==> src/rtl/alu_arbiter_if.sv <==
// alu_arbiter_if
//   Bundles every signal between the two requesters, the shared ALU, the
//   response consumer and the arbiter.
//
//   Handshake rule (identical for reqN and rsp): a transfer happens on the
//   rising clk edge where valid and ready are both high. The source holds
//   valid until that edge. Payload is only meaningful while valid is high and
//   is sampled only on the transfer edge. On the request side a source may
//   drop valid or change payload while it is not being accepted. On the
//   response side the arbiter keeps rsp_valid and its payload stable until
//   the transfer.
//
//   modport slave  : the arbiter side.
//   modport master : the environment side (requesters, ALU, consumer).
//   state_dbg      : arbiter FSM state, exported for checkers.
interface alu_arbiter_if;
  // requester 0
  logic        req0_valid;
  logic        req0_ready;
  logic [3:0]  req0_ctl;
  logic [31:0] req0_a;
  logic [31:0] req0_b;
  // requester 1
  logic        req1_valid;
  logic        req1_ready;
  logic [3:0]  req1_ctl;
  logic [31:0] req1_a;
  logic [31:0] req1_b;
  // shared ALU
  logic [3:0]  alu_ctl;
  logic [31:0] alu_a;
  logic [31:0] alu_b;
  logic [31:0] alu_out;
  logic        alu_zero;
  // response
  logic        rsp_valid;
  logic        rsp_ready;
  logic        rsp_id;
  logic [31:0] rsp_data;
  logic        rsp_zero;
  // debug
  logic [1:0]  state_dbg;

  modport slave (
    input  req0_valid, req0_ctl, req0_a, req0_b,
    input  req1_valid, req1_ctl, req1_a, req1_b,
    input  alu_out, alu_zero, rsp_ready,
    output req0_ready, req1_ready,
    output alu_ctl, alu_a, alu_b,
    output rsp_valid, rsp_id, rsp_data, rsp_zero,
    output state_dbg
  );

  modport master (
    output req0_valid, req0_ctl, req0_a, req0_b,
    output req1_valid, req1_ctl, req1_a, req1_b,
    output alu_out, alu_zero, rsp_ready,
    input  req0_ready, req1_ready,
    input  alu_ctl, alu_a, alu_b,
    input  rsp_valid, rsp_id, rsp_data, rsp_zero,
    input  state_dbg
  );
endinterface

==> src/rtl/alu_arbiter.sv <==
// alu_arbiter
//   Round-robin arbiter that shares one combinational ALU between two
//   requesters. Each accepted operation runs through three states:
//     IDLE  : the granted requester is accepted and its ctl/a/b are registered
//             onto the ALU inputs.
//     ISSUE : the ALU result and zero flag are captured.
//     RESP  : rsp_valid is held with a stable payload until rsp_ready.
//   After a response transfer the FSM spends one IDLE cycle without
//   accepting, so every operation takes at least four cycles.
//
//   Ports
//     clk  : rising-edge clock
//     rst  : asynchronous active-high reset
//     bus  : alu_arbiter_if.slave (requests, ALU connection, response, debug)
module alu_arbiter (
  input  logic          clk,
  input  logic          rst,
  alu_arbiter_if.slave  bus
);

  localparam logic [1:0] IDLE  = 2'd0;
  localparam logic [1:0] ISSUE = 2'd1;
  localparam logic [1:0] RESP  = 2'd2;

  logic [1:0]  state;
  logic        last_gnt;   // requester granted most recently
  logic        owner;      // requester that owns the operation in flight
  logic        cool;       // the IDLE cycle directly after a response
  logic [3:0]  alu_ctl_q;
  logic [31:0] alu_a_q;
  logic [31:0] alu_b_q;
  logic        rsp_valid_q;
  logic        rsp_id_q;
  logic [31:0] rsp_data_q;
  logic        rsp_zero_q;

  logic gnt0;
  logic gnt1;
  logic open;
  logic acc;

  // Requester 1 wins when it is the only one asking, or on a tie when
  // requester 0 was served last. Requester 0 wins every other case.
  always_comb begin
    gnt1 = bus.req1_valid & (~bus.req0_valid | ~last_gnt);
    gnt0 = bus.req0_valid & ~gnt1;
  end

  // rst is included so that both readies are low for the whole reset
  // pulse, even though the registered state is already IDLE.
  assign open           = (state == IDLE) & ~cool & ~rst;
  assign bus.req0_ready = open & gnt0;
  assign bus.req1_ready = open & gnt1;
  assign acc            = bus.req0_ready | bus.req1_ready;

  always_ff @(posedge clk or posedge rst) begin
    if (rst) begin
      state       <= IDLE;
      last_gnt    <= 1'b1;   // requester 0 wins the first tie
      owner       <= 1'b0;
      cool        <= 1'b0;
      alu_ctl_q   <= 4'b0000;
      alu_a_q     <= 32'd0;
      alu_b_q     <= 32'd0;
      rsp_valid_q <= 1'b0;
      rsp_id_q    <= 1'b0;
      rsp_data_q  <= 32'd0;
      rsp_zero_q  <= 1'b0;
    end else begin
      case (state)
        IDLE: begin
          cool <= 1'b0;
          if (acc) begin
            // Unknown ctl codes are passed through untouched.
            alu_ctl_q <= gnt1 ? bus.req1_ctl : bus.req0_ctl;
            alu_a_q   <= gnt1 ? bus.req1_a   : bus.req0_a;
            alu_b_q   <= gnt1 ? bus.req1_b   : bus.req0_b;
            owner     <= gnt1;
            last_gnt  <= gnt1;
            state     <= ISSUE;
          end
        end
        ISSUE: begin
          rsp_data_q  <= bus.alu_out;
          rsp_zero_q  <= bus.alu_zero;
          rsp_id_q    <= owner;
          rsp_valid_q <= 1'b1;
          state       <= RESP;
        end
        RESP: begin
          if (bus.rsp_ready) begin
            rsp_valid_q <= 1'b0;
            cool        <= 1'b1;
            state       <= IDLE;
          end
        end
        default: begin
          state <= IDLE;
        end
      endcase
    end
  end

  assign bus.alu_ctl   = alu_ctl_q;
  assign bus.alu_a     = alu_a_q;
  assign bus.alu_b     = alu_b_q;
  assign bus.rsp_valid = rsp_valid_q;
  assign bus.rsp_id    = rsp_id_q;
  assign bus.rsp_data  = rsp_data_q;
  assign bus.rsp_zero  = rsp_zero_q;
  assign bus.state_dbg = state;

endmodule

==> src/flat_wrapper.sv <==
// flat-port wrapper written by rule: the top's interface ports become plain ports
module alu_arbiter_flat 
  (clk, rst, bus_req0_valid, bus_req0_ctl, bus_req0_a, bus_req0_b, bus_req1_valid, bus_req1_ctl, bus_req1_a, bus_req1_b, bus_alu_out, bus_alu_zero, bus_rsp_ready, bus_req0_ready, bus_req1_ready, bus_alu_ctl, bus_alu_a, bus_alu_b, bus_rsp_valid, bus_rsp_id, bus_rsp_data, bus_rsp_zero, bus_state_dbg);
  alu_arbiter_if bus_i ();
  input  logic clk;
  input  logic rst;
  input wire logic [$bits(bus_i.req0_valid)-1:0] bus_req0_valid;
  input wire logic [$bits(bus_i.req0_ctl)-1:0] bus_req0_ctl;
  input wire logic [$bits(bus_i.req0_a)-1:0] bus_req0_a;
  input wire logic [$bits(bus_i.req0_b)-1:0] bus_req0_b;
  input wire logic [$bits(bus_i.req1_valid)-1:0] bus_req1_valid;
  input wire logic [$bits(bus_i.req1_ctl)-1:0] bus_req1_ctl;
  input wire logic [$bits(bus_i.req1_a)-1:0] bus_req1_a;
  input wire logic [$bits(bus_i.req1_b)-1:0] bus_req1_b;
  input wire logic [$bits(bus_i.alu_out)-1:0] bus_alu_out;
  input wire logic [$bits(bus_i.alu_zero)-1:0] bus_alu_zero;
  input wire logic [$bits(bus_i.rsp_ready)-1:0] bus_rsp_ready;
  output wire logic [$bits(bus_i.req0_ready)-1:0] bus_req0_ready;
  output wire logic [$bits(bus_i.req1_ready)-1:0] bus_req1_ready;
  output wire logic [$bits(bus_i.alu_ctl)-1:0] bus_alu_ctl;
  output wire logic [$bits(bus_i.alu_a)-1:0] bus_alu_a;
  output wire logic [$bits(bus_i.alu_b)-1:0] bus_alu_b;
  output wire logic [$bits(bus_i.rsp_valid)-1:0] bus_rsp_valid;
  output wire logic [$bits(bus_i.rsp_id)-1:0] bus_rsp_id;
  output wire logic [$bits(bus_i.rsp_data)-1:0] bus_rsp_data;
  output wire logic [$bits(bus_i.rsp_zero)-1:0] bus_rsp_zero;
  output wire logic [$bits(bus_i.state_dbg)-1:0] bus_state_dbg;
  assign bus_i.req0_valid = bus_req0_valid;
  assign bus_i.req0_ctl = bus_req0_ctl;
  assign bus_i.req0_a = bus_req0_a;
  assign bus_i.req0_b = bus_req0_b;
  assign bus_i.req1_valid = bus_req1_valid;
  assign bus_i.req1_ctl = bus_req1_ctl;
  assign bus_i.req1_a = bus_req1_a;
  assign bus_i.req1_b = bus_req1_b;
  assign bus_i.alu_out = bus_alu_out;
  assign bus_i.alu_zero = bus_alu_zero;
  assign bus_i.rsp_ready = bus_rsp_ready;
  assign bus_req0_ready = bus_i.req0_ready;
  assign bus_req1_ready = bus_i.req1_ready;
  assign bus_alu_ctl = bus_i.alu_ctl;
  assign bus_alu_a = bus_i.alu_a;
  assign bus_alu_b = bus_i.alu_b;
  assign bus_rsp_valid = bus_i.rsp_valid;
  assign bus_rsp_id = bus_i.rsp_id;
  assign bus_rsp_data = bus_i.rsp_data;
  assign bus_rsp_zero = bus_i.rsp_zero;
  assign bus_state_dbg = bus_i.state_dbg;
  alu_arbiter u_core (.clk(clk), .rst(rst), .bus(bus_i));
endmodule
==> config.mk <==
export PLATFORM = sky130hd
export DESIGN_NAME = alu_arbiter_flat
export DESIGN_NICKNAME = d
export VERILOG_FILES = /design/src/rtl/alu_arbiter_if.sv /design/src/rtl/alu_arbiter.sv /design/src/flat_wrapper.sv
export SDC_FILE = /design/constraint.sdc
export NUM_CORES = 1
export LEC_CHECK = 0
export ABC_AREA = 1
export CAP_MARGIN = 25
export CORE_MARGIN = 8
export CORE_UTILIZATION = 36
export CTS_CLUSTER_DIAMETER = 100
export CTS_CLUSTER_SIZE = 25
export DETAILED_ROUTE_END_ITERATION = 10
export MAX_ROUTING_LAYER = met4
export PLACE_DENSITY = 0.78
export SETUP_SLACK_MARGIN = 0.4
export SLEW_MARGIN = 15
export SYNTH_ARGS = -nofsm -noshare
export SYNTH_HDL_FRONTEND = slang
export SYNTH_SLANG_ARGS = --single-unit
==> constraint.sdc <==
create_clock -name clk -period 6 [get_ports clk]
set_input_delay 1.5 -clock clk [delete_from_list [all_inputs] [get_ports clk]]
set_output_delay 1.5 -clock clk [all_outputs]
set_load 0.05 [all_outputs]
Word level (Yosys, flattened, before mapping)
Index checks and enable logic that the tools add are counted.

Eq/ne operators: 4. Reduce and logical (&&, ||, !) cells: 7. Mux-type cells: 10. Bitwise operators: 13.

Operator list (number): $mux W32 (2); $reduce_and A2 Y1 (4); $and A1 B1 Y1 (6); $pmux W2 S3 (1); $not A1 Y1 (5); $mux W2 (2); $mux W4 (1); $pmux W1 S2 (2); $reduce_bool A2 Y1 (2); $eq A2 B1 Y1 const B (1); $eq A2 B2 Y1 const B (1); $logic_not A2 Y1 (1); $mux W1 (2); $ne A2 B1 Y1 const B (1); $ne A2 B2 Y1 const B (1); $or A1 B1 Y1 (2).

Register bits after elaboration: 108.

Depth between registers and ports, before layout
Depth in word-level cells: 9. Gate-level depth with buffers: 8. Mapped depth without buffers: 6.

Worst setup path after synthesis
OpenSTA, ideal clock, no wires.

Kind: input port to output port. From: in rst. To: out bus_req1_ready. Arrival time: 4.645 ns. Cell stages on the path: 6. Buffers on the path: 1. Setup slack: -0.145 ns. Required time: 4.500 ns. Cells stage by stage: inv_1 nand2_1 nor2_1 nand2_1 buf_2 inv_1.

Word-level cells in the longest chain between the ends: 3.

Ends and longest elaborated chain: from (decl) (line flat_wrapper.sv:6) `input logic rst;`; $not A1 Y1 (line alu_arbiter.sv:51) `assign open = (state == IDLE) & ~cool & ~rst;`; $and A1 B1 Y1 (line alu_arbiter.sv:51); $and A1 B1 Y1 (line alu_arbiter.sv:53) `assign bus.req1_ready = open & gnt1;`; to (decl) (line flat_wrapper.sv:19) `output wire logic [$bits(bus_i.req1_ready)-1:0] bus_req1_ready;`.

Every way passes these cells.

Worst setup path after layout
From: in rst. To: out bus_req0_ready.

Word-level cells in the longest chain between the ends: 3.

Ends and longest elaborated chain: $not A1 Y1 (line alu_arbiter.sv:51); $and A1 B1 Y1 (line alu_arbiter.sv:51); $and A1 B1 Y1 (line alu_arbiter.sv:52) `assign bus.req0_ready = open & gnt0;`; to (decl) (line flat_wrapper.sv:18) `output wire logic [$bits(bus_i.req0_ready)-1:0] bus_req0_ready;`.

Every way passes these cells.

==> results.sh <==
export IMPL_post_dp_hpwl_um=13210
export IMPL_wirelength_um=18360
export IMPL_route_met2_wl_um=9018
export IMPL_start_kind="primary input"
export IMPL_regArea_um2=2704
export IMPL_rsz0062_at_grt="no"
export IMPL_drt_iter0_markers=351
export IMPL_hold_viol_final=0
export IMPL_clk_pin_slew_ps=70
export IMPL_cts_resized=0
export IMPL_clock_sinks=108
export IMPL_synth_area_um2=5215
export IMPL_dieArea_um2=18590
export IMPL_grt_pass1_vias=5427
export IMPL_p_total_uw=4515
export IMPL_tightest_slew_ps=864.7
export IMPL_max_cap_violations=0
export IMPL_syn_to_final_growth_pct=61.37
export IMPL_ir_worst_vdd_uv=222.6
export IMPL_syn_avg_cell_area_um2=7.429
export IMPL_clock_latency_ps=340
export IMPL_synth_top_cell_area_share_pct=51.34
export IMPL_start_util_pct=36.29
export IMPL_yosys_warnings=0
export IMPL_synth_seq_cells=108
export IMPL_coreArea_um2=14370
export IMPL_cts_root_buf="clkbuf_16"
export IMPL_grt_max_degree=71
export IMPL_antenna_found_initial=1
export IMPL_m1WireLength_um=7728
export IMPL_drc=0
export IMPL_multi_input_area_um2=2243
export IMPL_nFillCells=1296
export IMPL_grtUsageTotal_pct=19.90
export IMPL_overflow=0
export IMPL_cp_data_required_time_ps=4500
export IMPL_die_w_um=136.4
export IMPL_dr_max_layer_used="met4"
export IMPL_cts_tree="yes"
export IMPL_drive_above_1_share_pct=3.874
export IMPL_antenna_left=0
export IMPL_p_leak_uw=0.004166
export IMPL_period_minus_slack_ps=4121
export IMPL_setup_viol=0
export IMPL_postSynthCellCount=702
export IMPL_skew_ps=5.625
export IMPL_gp_congestion=0.7736
export IMPL_postCtsSetupRepairBufs=0
export IMPL_port_buffers=280
export IMPL_max_slew_margin_pct=42.23
export IMPL_status="finished clean"
export IMPL_min_period_over_period_pct=68.68
export IMPL_cts_buffers=9
export IMPL_die_height_um=136.4
export IMPL_ys_seq_area_share_pct=51.85
export IMPL_synth_area_top_cells="dfrtp_1, nand2_1, nand3_1"
export IMPL_synthDistinctLibCells=17
export IMPL_p_per_area_nw_per_um2=536.5
export IMPL_routed_via_count=5521
export IMPL_wl_per_cell_um=16.10
export IMPL_pin_count=281
export IMPL_worstHoldPathType="flip-flop to flip-flop"
export IMPL_final_nets=1124
export IMPL_holdBufCountCts=0
export IMPL_critPathArrivalTime_ps=2620
export IMPL_tns_ps=0
export IMPL_first_pass_iters=10
export IMPL_slew_violations=0
export IMPL_fmax_ghz=0.2427
export IMPL_h_tree_depth=3
export IMPL_grt_pass1_wl_um=28390
export IMPL_viasPerCell=4.843
export IMPL_synth_nets=876
export IMPL_end_kind="output port"
export IMPL_synth_largest_area_cell="dfrtp_1"
export IMPL_rows=44
export IMPL_ctsLongestPathBuffers=2
export IMPL_wl_met3_um=1326
export IMPL_worstPathMaxFanout=2
export IMPL_path_class="primary input to output port"
[per-stage QoR]
stage          setup WS (ps)  util [%]  cells  instance area (um^2)  hold slack [ps]
2_1_floorplan          661.1         -    702                  5219            442.5
3_3_place_gp            1901     56.46   1122                  8113            452.1
3_5_place_dp            1868     56.57   1123                  8128            458.4
4_1_cts                 1858     58.55   1139                  8413            471.4
5_1_grt                 1832     58.57   1140                  8416            493.4
6_report                1879     58.57   1140                  8416            467.7
[cells in the final DEF (no fill, tap or decap), drive strengths merged]
cell / instances
nand3: 172
dfstp: 1
nand2: 352
a21oi: 1
o21bai: 1
clkinv: 1
nor3: 1
nor2: 4
buf: 13
inv: 11
diode: 1
dfrtp: 107
o21ai: 1
clkdlybuf4s50: 277
clkinvlp: 4
clkbuf: 9
[worst paths after layout]
kind	from	end	slack, ps	cells after the start
max reg2reg	u_core.bus.state_dbg[0]	u_core.bus.alu_b[7]	3570	6
min	u_core.last_gnt	u_core.last_gnt	470	2
min reg2reg	u_core.last_gnt	u_core.last_gnt	470	2
min in group asynchronous	rst	u_core.bus.state_dbg[0]	1780	3
max	rst	bus_req0_ready	1880	5
max in group asynchronous	rst	u_core.bus.alu_b[10]	3040	4
[cells by family after synthesis]
kind of cell,Yosys count,share of synthesized area [%]
and+or+nand+nor,529,42.32
AOI/OAI and AO/OA,3,0.4079
buffers and inverters,62,5.422
DFF,108,51.85
[area by class of cell]
type                    instances  area share, %
inverters                       9         0.4460
multi-input cells             532          26.66
clock buffers                   9          2.676
flip-flops and latches        108          32.13
clock inverters                 7         0.7136
diodes                          1        0.02974
repair buffers                290          34.61
well taps                     184          2.736
[power breakdown]
| part | leakage [uW] | internal [uW] | switching [uW] |
|---|---|---|---|
| logic | 0.00268 | 870 | 1830 |
| registers | 0.00136 | 1060 | 188 |
| clock network | 0.000131 | 289 | 281 |
[per-layer routing]
| layer | vias to the layer above | track usage, % |
|---|---|---|
| met2 | 213 | 31.92 |
| li1 | 2741 | - |
| met3 | 22 | 4.915 |
| met1 | 2545 | 24.07 |
| met5 | - | - |
| met4 | 0 | 6.711 |
[critical path, stage by stage]
cell             delay, ps
clkdlybuf4s50_1        470
nor2_1                 190
nand3_2                100
nor2_1                 190
buf_12                 170
[Yosys cell counts]
cell and number:
buf_1 2, buf_4 2, nand3_1 172, a21oi_2 1, nor2_1 4, buf_6 1
inv_1 8, nand2_2 2, o21ai_0 1, dfrtp_1 107, dfstp_2 1, nand2_1 350
inv_2 1, clkbuf_1 20, buf_2 28, o21bai_1 1, nor3_1 1
[registers in the layout, indices dropped and copies added (netlist names)]
register,flops
u_core.bus.rsp_data,32
u_core.owner,1
u_core.bus.alu_ctl,4
u_core.last_gnt,1
u_core.bus.state_dbg,2
u_core.bus.rsp_zero,1
u_core.cool,1
u_core.bus.rsp_valid,1
u_core.bus.rsp_id,1
u_core.bus.alu_b,32
u_core.bus.alu_a,32
No activity file was read; power rests on OpenSTA's default activity.
